`config.mk`:
```
export PLATFORM = sky130hd
export DESIGN_NAME = lsu_mem_master
export DESIGN_NICKNAME = d
export VERILOG_FILES = /design/src/rtl/lsu_mem_master.sv
export SDC_FILE = /design/constraint.sdc
export NUM_CORES = 1
export LEC_CHECK = 0
export BUFFER_PORTS_ARGS = -buffer_cell sky130_fd_sc_hd__buf_2
export CORE_ASPECT_RATIO = 2
export CORE_UTILIZATION = 48
export DETAILED_ROUTE_END_ITERATION = 16
export GPL_TIMING_DRIVEN = 0
export PLACE_DENSITY_LB_ADDON = 0.05
export SYNTH_ARGS = -nofsm -noshare
export SYNTH_HDL_FRONTEND = slang
export SYNTH_SLANG_ARGS = --single-unit
```
`constraint.sdc`:
```
create_clock -name clk -period 5.5 [get_ports clk]
set_input_delay 0.825 -clock clk [delete_from_list [all_inputs] [get_ports clk]]
set_output_delay 0.825 -clock clk [all_outputs]
set_load 0.02 [all_outputs]
```
`src/rtl/lsu_mem_master.sv`:
```
// lsu_mem_master: load/store initiator with sub-word extract and read-modify-write stores.
// Optional LSU_ERR_CHECK_EN enables misalignment, reserved-size and range error responses.
module lsu_mem_master #(
    parameter int MEM_SIZE_BYTES = 4096,
    parameter int ADDR_WIDTH     = 32
) (
    input  logic                  clk,
    input  logic                  resetn,
    input  logic                  req_valid,
    output logic                  req_ready,
    input  logic                  req_we,
    input  logic [1:0]            req_size,
    input  logic                  req_unsigned,
    input  logic [ADDR_WIDTH-1:0] req_addr,
    input  logic [31:0]           req_wdata,
    output logic                  resp_valid,
    output logic [31:0]           resp_rdata,
    output logic                  resp_err,
    output logic [ADDR_WIDTH-1:0] mem_address,
    output logic [31:0]           mem_wdata,
    input  logic [31:0]           mem_rdata,
    output logic                  mem_we
);
    typedef enum logic [1:0] {IDLE, RD, WR, RESP} state_t;
    state_t state, state_nx;
    logic [1:0]  lane_q, size_q, size_e;
    logic        we_q, uns_q, err_q, acc, err;
    logic [31:0] wdata_q, res_q, ld, mask, merged;
    logic [7:0]  b;
    logic [15:0] h;
    logic [4:0]  sh;

    assign acc = req_valid && state == IDLE;
`ifdef LSU_ERR_CHECK_EN
    assign size_e = req_size;
    assign err = req_size == 2'd3 || (req_size == 2'd1 && req_addr[0]) ||
                 (req_size == 2'd2 && req_addr[1:0] != 2'd0) ||
                 req_addr >= ADDR_WIDTH'(MEM_SIZE_BYTES);
`else
    assign size_e = req_size == 2'd3 ? 2'd2 : req_size;
    assign err = 1'b0;
`endif

    assign b = mem_rdata[{lane_q, 3'b000} +: 8];
    assign h = mem_rdata[{lane_q[1], 4'b0000} +: 16];
    assign ld = size_q == 2'd0 ? {{24{~uns_q & b[7]}}, b} :
                size_q == 2'd1 ? {{16{~uns_q & h[15]}}, h} : mem_rdata;
    assign sh = size_q == 2'd0 ? {lane_q, 3'b000} : {lane_q[1], 4'b0000};
    assign mask = (size_q == 2'd0 ? 32'h0000_00FF : 32'h0000_FFFF) << sh;
    assign merged = (mem_rdata & ~mask) | ((wdata_q << sh) & mask);

    // state register; reset drops any pending request
    always_ff @(posedge clk or negedge resetn) begin
        if (!resetn) state <= IDLE;
        else         state <= state_nx;
    end

    // next state: errors skip memory, aligned word stores skip the read
    always_comb begin
        state_nx = state == IDLE ? (req_valid ? (err ? RESP : (req_we && size_e == 2'd2) ? WR : RD) : IDLE) :
                   state == RD   ? (we_q ? WR : RESP) :
                   state == WR   ? RESP : IDLE;
    end

    // request capture, load result capture and store merge at the end of RD
    always_ff @(posedge clk or negedge resetn) begin
        if (!resetn) begin
            lane_q      <= '0;
            size_q      <= '0;
            we_q        <= 1'b0;
            uns_q       <= 1'b0;
            err_q       <= 1'b0;
            wdata_q     <= '0;
            res_q       <= '0;
            mem_wdata   <= '0;
            mem_address <= '0;
        end else begin
            if (acc) begin
                lane_q    <= req_addr[1:0];
                size_q    <= size_e;
                we_q      <= req_we;
                uns_q     <= req_unsigned;
                err_q     <= err;
                wdata_q   <= req_wdata;
                res_q     <= '0;
                mem_wdata <= req_wdata;
                if (!err) mem_address <= {req_addr[ADDR_WIDTH-1:2], 2'b00};
            end
            if (state == RD) begin
                if (we_q) mem_wdata <= merged;
                else      res_q     <= ld;
            end
        end
    end

    // outputs decoded from state; write enable exists only in WR
    always_comb begin
        req_ready  = state == IDLE;
        resp_valid = state == RESP;
        mem_we     = state == WR;
        resp_rdata = resp_valid ? res_q : 32'd0;
        resp_err   = resp_valid && err_q;
    end
endmodule

```
==> results of run 1 <==
## routing by layer
| metal | wire length [microns] | vias to the layer above | global-route usage | part of all wire |
|---|---|---|---|---|
| met3 | 1140 | 65 | 0.0616 | 0.055 |
| met4 | 1270 | 0 | 0.211 | 0.062 |
| met1 | 7390 | 2878 | 0.351 | 0.36 |
| met5 | 0 | - | 0 | 0 |
| met2 | 10700 | 258 | 0.570 | 0.52 |
| li1 | - | 2805 | - | - |
## cells by family (layout without fill, tap and decap cells)
| family | count (synthesis) | count (layout) |
|---|---|---|
| fa+ha+maj | 4 | 4 |
| buf+inv | 66 | 298 |
| compound gates | 154 | 154 |
| other cells | 1 | 3 |
| simple gates | 322 | 322 |
| flops | 118 | 118 |
| mux | 19 | 19 |
## synthesized netlist by cell type, types with 4 or more instances
cell type  count  area, sq um
a21o_1         6         45.0
a21oi_1       22          110
a221o_1       16          160
a22o_1         4         35.0
a22oi_1        9         67.6
a31oi_1       42          263
and2_1        34          213
and3_1        32          200
buf_1          6         22.5
buf_2         18         90.1
buf_4          5         37.5
clkbuf_1      27          101
dfrtp_1      118         2950
ha_1           4         50.1
inv_1          7         26.3
mux2i_1       19          190
nand2_1      210          788
nor2_1         8         30.0
nor2b_1       13         81.3
o21ai_0       22          110
o22ai_1        9         56.3
o2bb2ai_1     14          123
o31ai_1        6         45.0
or2_2          6         37.5
or3_1          6         37.5
or4b_1         4         40.0
## layout make-up
| class | count | area (sq um) |
|---|---|---|
| Fill cell | 1083 | 4350 |
| Sequential cell | 118 | 2950 |
| Multi-Input combinational cell | 502 | 2810 |
| Timing Repair Buffer | 200 | 1030 |
| Clock buffer | 18 | 439 |
| Buffer | 59 | 285 |
| Tap cell | 147 | 184 |
| Clock inverter | 14 | 118 |
| Inverter | 7 | 26.3 |
## state kept, by name, summed over array words and instances (netlist names)
register     cells
we_q             1
size_q           2
state            2
uns_q            1
wdata_q         16
mem_wdata       32
res_q           32
mem_address     30
lane_q           2
## worst max path at each step
stage | slack (ns) | startpoint | to
6_report | 2.78 | state[0] | resp_rdata[8]
5_1_grt | 2.66 | state[0] | resp_rdata[4]
4_1_cts | 2.78 | state[0] | resp_rdata[4]
3_5_place_dp | 3.02 | req_valid | mem_address[24]
3_3_place_gp | 2.20 | resetn | mem_address[19]
2_1_floorplan | 3.51 | state[0] | resp_rdata[31]
## power groups by stage
stage               registers [mW]  logic, mW  clock network [mW]
floorplan                     1.76       1.40                   0
global placement              1.52       2.40                   0
detailed placement            1.54       2.45                   0
CTS                           1.53       2.47                1.05
global route                  1.58       2.69                1.10
finish                        1.53       2.47                1.04
## worst reg2reg max path, cell delays in order (launching register included)
cell and delay, ns:
dfrtp_1 0.38, inv_1 0.08, ha_1 0.25, nand2_1 0.37
clkbuf_1 0.54, clkbuf_1 0.41, nand2_1 0.12, nand2_1 0.08
## metrics by stage
| stage | worst slack [ns] | utilization |
|---|---|---|
| finish | 2.78 | 0.643 |
| global route | 2.66 | 0.643 |
| CTS | 2.78 | 0.643 |
| detailed placement | 3.02 | 0.598 |
| global placement | 2.20 | 0.595 |
| floorplan | 3.51 | - |
==> reports/results.ini, run 1 <==
[run_status]
status=finished clean

[yosys]
ys_ff_latch=118
synth_top_family_by_area=simple AND/OR/NAND/NOR gates
synth_fa_ha_area_frac=0.00825
async_reset_ff_frac=1.00
synthMuxAreaShare=0.0313
synth_xor_area_frac=0
synth_seq_area_share=0.487
synthSimpleGateAreaFrac=0.247
syn_inst=684
netlist-cell-type-count=39
avgSynthCellArea_sq_um=8.87
synth_compound_area_frac=0.174
netlist_area_sq_um=6070
synth_edf_count=0
yosys_warnings=0
synth_ff_type=dfrtp_1

[sta]
tns_ns=0
fin_skew_ns=0.0104
setup_viol=0
timing.fmax_ghz=0.368
fin_hold_ws_ns=0.326
slew_violations=0
slew-limit-headroom=0.588
hold_viol=0
final.period_utilization=0.494
fin_crit_ns=2.72
tightest_slew_ns=0.619
rsz0062_at_grt=no

[min_path]
hp-class=input pin to async pin

[setup_path]
path_class=flip-flop to output pin
slowest_stage=dfrtp_1
rr_startpoint=state[0]
r2r_end=wdata_q[7]
end_kind=output pin
slowest_delay_ns=0.38
crit_chain=ha_1 -> clkbuf_1 -> and2_1 -> buf_2
crit_required_ns=4.68
cp_max_fo=10
critPathTopFamily=buffers and inverters
crit_buf_inv=2
cp.arrival_ns=1.89
worstRegToRegCells=7
cp_num_cells=4
r2r_slack_ns=3.20
start_kind=flip-flop

[clock_tree]
cts_hold_buf=0
cts_tree=done
clk_latency_ns=0.42
clockBufferDepth=2
numCtsBuffers=17
clk_pin_slew_ns=0.06
cts_max_level=4
cts_root_buf=clkbuf_16
cts_resized=0
clock-sinks=118
postCtsSetupRepairBufs=0

[power]
irDropWorstVdd_v=0.000443
netSwitchingFraction=0.449
share_comb_of_total_power=0.489
p_int_mw=2.78
power_density_nw_per_um2=642
switchingPower_mw=2.26
p_total_mw=5.04
power_frac_seq=0.304
p_clk_frac=0.207
leakagePower_nw=4.14

[finish]
area_growth_pct=29.3
diodes=0
final_cell_area_sq_um=7850
final_cell_mix=buf_2, nand2_1, dfrtp_1, a31oi_1, and2_1
final_cells=1065
final_common_cell=buf_2
layout-drive-gt1-share=0.294
nets=1012

[floorplanning]
die_area_sq_um=13100
coreArea_sq_um=12200
io_pins=203
fp.dieH_microns=161
die_x_microns=81.5
start_util=0.497
rows=57

[route]
wl_microns=20500
viasPerCell=5.64
drc=0
drt-pass1-iter-count=5
vias=6006
wire_per_inst_microns=19.2
antenna_left=0
drtIter0Drc=405

[place]
gp_congestion=0.940
post-dp-hpwl_microns=15800
portBuffers=199
dpl_cell_area_sq_um=7290
dp_cells=1033

[grt]
globalRouteOverflowTotal=0
grt_usage=0.329
grt_pass1_vias=6060
grt_pass1_wl_microns=31600
grt_start_max_net_pins=73
antenna_found_initial=0

[job]
max_cap_viol_count=0

No activity file was read; power rests on OpenSTA's default activity.
==> run 2, diff against run 1 <==
Clock period 5.5 ns to 2.55 ns, I/O delays scaled along.
==> run 2 against run 1 <==
Final cell count hardly changed. Via count is 0.42% higher. Die area stayed put. Hold slack worse by 0.18 ns. Register-to-register slack worse by 3.0 ns. Worst setup slack worse by 2.6 ns. First-iteration DRC count is 11% lower. Non-clock buffer count is 1 higher. Critical path depth is 3 higher.
==> reports/results.ini, run 2 (synthesis results as in run 1) <==
[floorplanning]
fp.dieH_microns=161
io_pins=203
die_area_sq_um=13100
start_util=0.497
coreArea_sq_um=12200
die_x_microns=81.5
rows=57

[clock_tree]
cts_root_buf=clkbuf_16
clk_pin_slew_ns=0.06
cts_max_level=4
clockBufferDepth=2
clk_latency_ns=0.42
cts_tree=done
numCtsBuffers=17
clock-sinks=118

[sta]
slew_violations=0
tns_ns=0
timing.fmax_ghz=0.431
setup_viol=0
tightest_slew_ns=0.615
fin_crit_ns=2.32
slew-limit-headroom=0.590
fin_skew_ns=0.00839
hold_viol=0
final.period_utilization=0.910
rsz0062_at_grt=no
fin_hold_ws_ns=0.148

[grt]
antenna_found_initial=0
grt_usage=0.329
globalRouteOverflowTotal=0
grt_pass1_vias=6060
grt_start_max_net_pins=73
grt_pass1_wl_microns=31600

[finish]
filler_cell_count=1082
postLayoutCoreUtil=0.644
multiInputGateArea_sq_um=2810
final_cells=1066
nets=1013
reg_top3=mem_wdata x32, res_q x32, mem_address x30
seqCellArea_sq_um=2950
area_growth_pct=29.5
diodes=0
final_cell_area_sq_um=7860
final_common_cell=buf_2
layout-drive-gt1-share=0.294
final_cell_mix=buf_2, nand2_1, dfrtp_1, a31oi_1, and2_1

[power]
power_density_nw_per_um2=1380
leakagePower_nw=4.15
irDropWorstVdd_v=0.000952

[route]
drc=0
drtIter0Drc=362
wire_per_inst_microns=19.2
drt-pass1-iter-count=5
viasPerCell=5.66
vias=6031
antenna_left=0
wl_microns=20500

[setup_path]
cpMostUsedCell=nand2_1
slowest_delay_ns=0.53
path_class=flip-flop to flip-flop
cp-startpoint=state[0]
crit_required_ns=2.91
slowest_stage=clkbuf_1
cp.arrival_ns=2.68
cp_max_fo=10
start_kind=flip-flop
rr_startpoint=state[0]
crit_chain=inv_1 -> ha_1 -> nand2_1 -> clkbuf_1 -> clkbuf_1 -> nand2_1 -> nand2_1
end_kind=flip-flop

[place]
gp_congestion=0.940
dpl_cell_area_sq_um=7290
dp_cells=1033
post-dp-hpwl_microns=15800
portBuffers=199

[job]
max_cap_viol_count=0

[min_path]
hp-start=req_addr[19]
hp-class=input pin to flip-flop

[run_status]
status=finished clean

==> run 2: changes by cell type in the layout (fill, tap and decap cells not counted), sizes merged <==
cell,delta
dlygate4sd3,+1
==> run 2: through the flow <==
step	power [mW]	worst slack (ns)
floorplan	6.82	0.763
global placement	8.46	-0.305
detailed placement	8.60	0.285
CTS	10.9	0.263
global route	11.6	0.0341
finish	10.9	0.230
==> run 2: final timing paths <==
kind	to	slack [ns]	cells past startpoint
min in group asynchronous	mem_wdata[17]	0.45	2
max	wdata_q[7]	0.23	7
min	mem_address[19]	0.15	3
min reg2reg	mem_address[25]	0.47	2
max in group asynchronous	lane_q[0]	1.39	3
max reg2reg	wdata_q[7]	0.23	7
==> run 2: critical path: cells and delay by family, from the launching register on <==
kind	cells	cell delay (ns)
AND/OR/NAND/NOR	3	0.60
buffers and inverters	3	1.02
flip-flops	1	0.38
adder cells (fa/ha/maj)	1	0.25
==> run 2: cell type report <==
type,count,area share
Multi-Input combinational cell,502,0.358
Timing Repair Buffer,201,0.132
Buffer,59,0.0363
Sequential cell,118,0.376
Clock inverter,14,0.0150
Inverter,7,0.00335
Clock buffer,18,0.0559
Tap cell,147,0.0234
==> run 2: what timing repair did <==
item / CTS / global route
gates resized for setup: 0 / 0
endpoints found under the hold margin: 46 / 0
setup buffers: 0 / 0
hold buffers: 1 / 0
==> run 2: routing by layer <==
layer,share of wire,track usage
met1,0.36,0.351
met2,0.52,0.570
met3,0.055,0.0616
met4,0.059,0.211
met5,0,0
==> run 2: power by group <==
part	internal [mW]	total [mW]	switching, mW
registers	2.77	3.30	0.535
clock network	1.29	2.24	0.950
logic	1.93	5.32	3.39
